--- config.mk ---
export PLATFORM = sky130hd
export DESIGN_NAME = control_unit
export DESIGN_NICKNAME = d
export VERILOG_FILES = /design/src/rtl/control_unit.sv
export SDC_FILE = /design/constraint.sdc
export NUM_CORES = 1
export LEC_CHECK = 0
export CORE_AREA = 2 2 41 43
export CTS_CLUSTER_DIAMETER = 60
export CTS_CLUSTER_SIZE = 16
export DETAILED_ROUTE_END_ITERATION = 10
export DIE_AREA = 0 0 43 45
export HOLD_SLACK_MARGIN = 0.1
export PLACE_DENSITY = 0.77
export SYNTH_ARGS = -nofsm -noshare
export SYNTH_HDL_FRONTEND = slang
export SYNTH_SLANG_ARGS = --single-unit
export TNS_END_PERCENT = 50
--- constraint.sdc ---
create_clock -name iClk -period 0.85 [get_ports iClk]
set_input_delay 0.17 -clock iClk [delete_from_list [all_inputs] [get_ports iClk]]
set_output_delay 0.17 -clock iClk [all_outputs]
set_load 0.005 [all_outputs]
--- src/rtl/control_unit.sv ---
// Front-panel mode/routing controller: merges physical switches/buttons with
// UART-decoder virtual pulses into watch mode, display select and sensor triggers.
module control_unit (
    input  logic       iClk,
    input  logic       iRst,
    input  logic       iSw0,
    input  logic       iSw1,
    input  logic       iSw2,
    input  logic       iSw3,
    input  logic       iPhysBtnC,
    input  logic       iPhysBtnU,
    input  logic       iPhysBtnD,
    input  logic       iPhysBtnL,
    input  logic       iPhysBtnR,
    input  logic       iDecBtnC,
    input  logic       iDecBtnU,
    input  logic       iDecBtnD,
    input  logic       iDecBtnL,
    input  logic       iDecBtnR,
    input  logic       iDecTglSw0,
    input  logic       iDecTglSw1,
    input  logic       iDecTglSw2,
    input  logic       iDecTglSw3,
    input  logic       iDecClrSwTgl,
    input  logic       iDecReqWatchRpt,
    input  logic       iDecReqSr04Rpt,
    input  logic       iDecReqTempRpt,
    input  logic       iDecReqHumRpt,
    output logic       oWatchMode,
    output logic       oWatchDisplay,
    output logic [1:0] oDisplaySelect,
    output logic       oBtnC,
    output logic       oBtnU,
    output logic       oBtnD,
    output logic       oBtnL,
    output logic       oBtnR,
    output logic       oReqWatchRpt,
    output logic       oReqSr04Rpt,
    output logic       oReqTempRpt,
    output logic       oReqHumRpt,
    output logic       oSr04Start,
    output logic       oDht11Start
);

    localparam int unsigned NUM_SW = 4;

    localparam logic [1:0] SEL_WATCH = 2'b00;
    localparam logic [1:0] SEL_SR04  = 2'b01;
    localparam logic [1:0] SEL_DHT11 = 2'b10;

    logic [NUM_SW-1:0] r_tgl;
    logic [NUM_SW-1:0] w_tgl_pulse;
    logic [NUM_SW-1:0] w_phys_sw;
    logic [NUM_SW-1:0] w_eff_sw;
    logic [1:0]        w_sel;

    assign w_tgl_pulse = {iDecTglSw3, iDecTglSw2, iDecTglSw1, iDecTglSw0};
    assign w_phys_sw   = {iSw3, iSw2, iSw1, iSw0};

    // Toggle overrides; clear takes priority over any same-cycle toggle pulse
    always_ff @(posedge iClk or negedge iRst) begin
        if (!iRst) begin
            r_tgl <= '0;
        end else if (iDecClrSwTgl) begin
            r_tgl <= '0;
        end else begin
            r_tgl <= r_tgl ^ w_tgl_pulse;
        end
    end

    assign w_eff_sw = w_phys_sw ^ r_tgl;

    always_comb begin
        w_sel = SEL_WATCH;
        if (w_eff_sw[2]) begin
            w_sel = w_eff_sw[3] ? SEL_DHT11 : SEL_SR04;
        end
    end

    assign oWatchMode     = w_eff_sw[0];
    assign oWatchDisplay  = w_eff_sw[1];
    assign oDisplaySelect = w_sel;

    assign oBtnC = iPhysBtnC | iDecBtnC;
    assign oBtnU = iPhysBtnU | iDecBtnU;
    assign oBtnD = iPhysBtnD | iDecBtnD;
    assign oBtnL = iPhysBtnL | iDecBtnL;
    assign oBtnR = iPhysBtnR | iDecBtnR;

    assign oReqWatchRpt = iDecReqWatchRpt;
    assign oReqSr04Rpt  = iDecReqSr04Rpt;
    assign oReqTempRpt  = iDecReqTempRpt;
    assign oReqHumRpt   = iDecReqHumRpt;

    // Centre button starts whichever sensor is currently on the display
    assign oSr04Start  = oBtnC & (w_sel == SEL_SR04);
    assign oDht11Start = oBtnC & (w_sel == SEL_DHT11);

endmodule

After elaboration in Yosys (flattened, before gate mapping)
Index checks and enable logic that the tools add are counted.
{"block": "totals", "register_bits": 4, "inputBits": 25, "out_inout_bits": 15, "wordCells": 15}
{"block": "classes", "n_eq_ne": 2, "mux": 3, "bitwise": 9}
{"cell": "4-bit bitwise XOR", "count": 2}
{"cell": "1-bit OR", "count": 5}
{"cell": "2-bit two-way mux", "count": 2}
{"cell": "4-bit two-way mux", "count": 1}
{"cell": "1-bit AND", "count": 2}
{"cell": "2-bit by 1-bit == test with 1-bit output (second input constant)", "count": 1}
{"cell": "2-bit == test (second input constant)", "count": 1}

Logic depth before layout (Yosys ltp)
{"block": "depth", "word_depth": 5, "mapped_depth": 2, "depth_no_buf": 2}

Worst setup path before layout
No wires, ideal clock.
{"block": "synth_timing", "kind": "flip-flop to output port", "from": "reg r_tgl[2]", "to": "out oDht11Start", "t_arrival_ns": 0.771, "required_time_ns": 0.680, "slack_ns": -0.091, "stages_incl_launch_ff": 3, "path_buffers": 0, "cell_sequence": "dfrtp_1 -> xnor2_1 -> nor3_1"}
{"block": "synth_via", "elab_chain_len": 4}
{"element": "start, declared", "line_no": "51", "source": "logic [NUM_SW-1:0] r_tgl;"}
{"element": "start signal, assigned", "line_no": "67", "source": "r_tgl <= r_tgl ^ w_tgl_pulse;"}
{"element": "4-bit bitwise XOR", "line_no": "71", "source": "assign w_eff_sw = w_phys_sw ^ r_tgl;"}
{"element": "2-bit two-way mux", "line_no": "75", "source": "if (w_eff_sw[2]) begin"}
{"element": "2-bit == test", "line_no": "97", "source": "assign oDht11Start = oBtnC & (w_sel == SEL_DHT11);"}
{"element": "1-bit AND", "line_no": "97"}
{"element": "end, declared", "line_no": "42", "source": "output logic oDht11Start"}
No other way between the ends.

Worst setup path in the final report
{"block": "layout_timing", "from": "reg r_tgl[3]", "to": "out oSr04Start"}
{"block": "layout_via", "elab_chain_len": 5}
{"element": "4-bit bitwise XOR", "line_no": "71"}
{"element": "2-bit two-way mux", "line_no": "76", "source": "w_sel = w_eff_sw[3] ? SEL_DHT11 : SEL_SR04;"}
{"element": "2-bit two-way mux", "line_no": "75"}
{"element": "2-bit by 1-bit == test with 1-bit output", "line_no": "96", "source": "assign oSr04Start = oBtnC & (w_sel == SEL_SR04);"}
{"element": "1-bit AND", "line_no": "96"}
{"element": "end, declared", "line_no": "41", "source": "output logic oSr04Start,"}
No other way between the ends.

==> impl_metrics.toml <==
[outcome]
outcome = "complete, but fails checks"
failed_checks = "negative setup slack"

[sta]
tightest_slew_ns = 0.242
setup_repair_after_global_routing_missed_its_margin = "true"
slew_violations = 0
finalSetupViolations = 8
tns_ns = -2.23
setup_slack_of_the_critical_path_after_layout_ns = -0.449
fin_hold_ws_ns = 0.134
report.final.hold_viol_count = 0
fin_crit_sh_pct = 153
timing.max_slew.rel_slack_pct = 83.8
period_minus_slack_ns = 1.30
fmax_mhz = 770
finalClockSkew_ns = 0

[synth]
synth_sequential_area_ratio_pct = 36.5
yosys.cell_types.count = 8
syn_inst = 31
synth_seq_cells = 4
syn-cell-area_um2 = 274
synthesis.nets = 56
syn_area_per_cell_um2 = 8.84
yosysWarningCount = 0

[floorplanning]
dieHeight_um = 45
num_io_pins = 40
row_count = 14
initial_core_util_pct = 18.6
design.core.area_mm2 = 0.00147
die_width_um = 43
dieArea_mm2 = 0.00194

[worst_setup_path]
worstSetupPathType = "flip-flop to output port"
data_arrival_at_the_endpoint_of_the_critical_path_ns = 1.13
timing.critical_path.to_type = "output port"
timing.critical_path.from_type = "flip-flop"
critical_path_peak_fanout = 3
worst-endpoint-required_ns = 0.68

[grt]
global_route_layer_with_the_greatest_usage = "met2"
global_route.usage.met1_pct = 8.37
grt_max_degree = 5
global_route.usage.met2_pct = 15.5
antenna_violations_before_repair = 0
grt_pass1_wl_um = 1290
grt_remaining_overflow = 0
global_route.usage.total_pct = 9.44
groute.layer.met3.usage_pct = 5.60
grt_pass1_vias = 303

[job]
max_cap_viol_count = 0

[finish]
antenna-diode-count = 0
post_route_cells_drive_above_1_share_pct = 53.7
multiInputGateArea_um2 = 203
post_synthesis_to_final_layout_area_growth_pct = 146
ff_latch_area_um2 = 101
layout.cells.non_filler = 83
most_common_cell_after_layout_fill_and_taps_aside = "buf_2"
largest_register = "r_tgl"
finish.net_count = 94
biggest_registers_after_layout = "r_tgl: 4 flops"
largest_register_ffs = 4
layout.core_utilization_pct = 45.7
most_used_cells_in_the_layout_excluding_fill_and_tap_cells = "buf_2 (10), clkdlybuf4s50_1 (8), nor2_1 (6), dlymetal6s2s_1 (6), buf_4 (6)"
filler_cell_count = 136
postLayoutCellArea_um2 = 673

[clocking]
clkSinkCount = 4
cts_inserted_buffers = 3
clockBufferDepth = 2
htreeDepth = 1
cts_tree = "done"
clock-root-buffer = "clkbuf_4"
holdBufCountCts = 0
clock_insertion_delay_worst_skew_ns = 0.24
clk_transition_reported_paths_ns = 0.04

[route]
dr.pass1.iters = 4
wl_per_cell_um = 10.5
totalWireLength_um = 875
vias_post_dr = 333
post_drt_via_cell_ratio = 4.01
route.detailed.drc = 0
drt_first_iter_violations = 1
ant_nets = 0

[placed_design]
numPortBuffers = 31
place_inst = 78
postPlaceCellArea_um2 = 604
gp_congestion = 0.548

[power]
total_leakage_power_uw = 0.000371
power.ir.vdd_worst_mv = 0.471
p_per_area_mw_per_mm2 = 1200

[worst_hold_path]
hold_path.class = "input port to async pin"
==> cell families (layout without fill, tap and decap cells) <==
group | after synthesis | after routing | synth area share, %
buffers and inverters | 5 | 41 | 12.3
and+or+nand+nor | 13 | 13 | 22.4
xor gates and xnor gates | 9 | 9 | 28.8
DFF | 4 | 4 | 36.5
==> critical path, stage by stage, from the launching register on <==
cell and delay, ns:
dfrtp_2 0.43, xor2_2 0.16, nor3_1 0.17, buf_2 0.14
==> cell usage after synthesis <==
master	instances	area share, %
inv_1	1	1.4
nor2_1	7	9.6
nor3_1	2	3.7
or2_2	4	9.1
xnor2_1	6	19
dfrtp_1	4	37
xor2_1	3	9.6
buf_4	4	11
==> metrics by stage <==
stage | setup WS [ns] | power, uW
after floorplan | -0.0787 | 340
after global routing | -0.486 | 861
after CTS | -0.426 | 785
after detailed placement | -0.825 | 564
final | -0.449 | 806
after global placement | -0.818 | 558
==> repair_timing <==
item                       in CTS  in global routing
setup buffers                   1                  1
setup endpoints to repair      12                 14
pin swaps                      11                  7
resized for setup              60                 19
==> layout make-up <==
class / count / share of cell area, %
multi-input combinational: 22 / 30.1
timing repair buffer: 37 / 48.0
tap: 16 / 2.97
sequential: 4 / 15.1
inverter: 1 / 0.558
clock buffer: 3 / 3.35
==> final timing paths <==
| check | cells past startpoint | to | start | slack, ns |
|---|---|---|---|---|
| min | 1 | r_tgl[0] | iRst | 0.13 |
| min reg2reg | 3 | r_tgl[1] | r_tgl[1] | 0.65 |
| max in group asynchronous | 1 | r_tgl[3] | iRst | 0.53 |
| max reg2reg | 4 | r_tgl[3] | r_tgl[3] | -0.13 |
| min in group iClk | 0 | oReqHumRpt | iDecReqHumRpt | 0.34 |
| max | 3 | oSr04Start | r_tgl[3] | -0.45 |
==> power breakdown <==
| part | total (uW) | switching (uW) | internal [uW] |
|---|---|---|---|
| sequential | 232 | 19.7 | 212 |
| combinational | 340 | 115 | 226 |
| clock | 234 | 76.1 | 158 |
| total | 806 | 210 | 595 |
==> routing by layer <==
layer / wire, um / share of wire [%]
met1: 250 / 29
met2: 468 / 53
met3: 150 / 17
met4: 5 / 0.57
met5: 0 / 0
(Power assumes the default switching activity.)
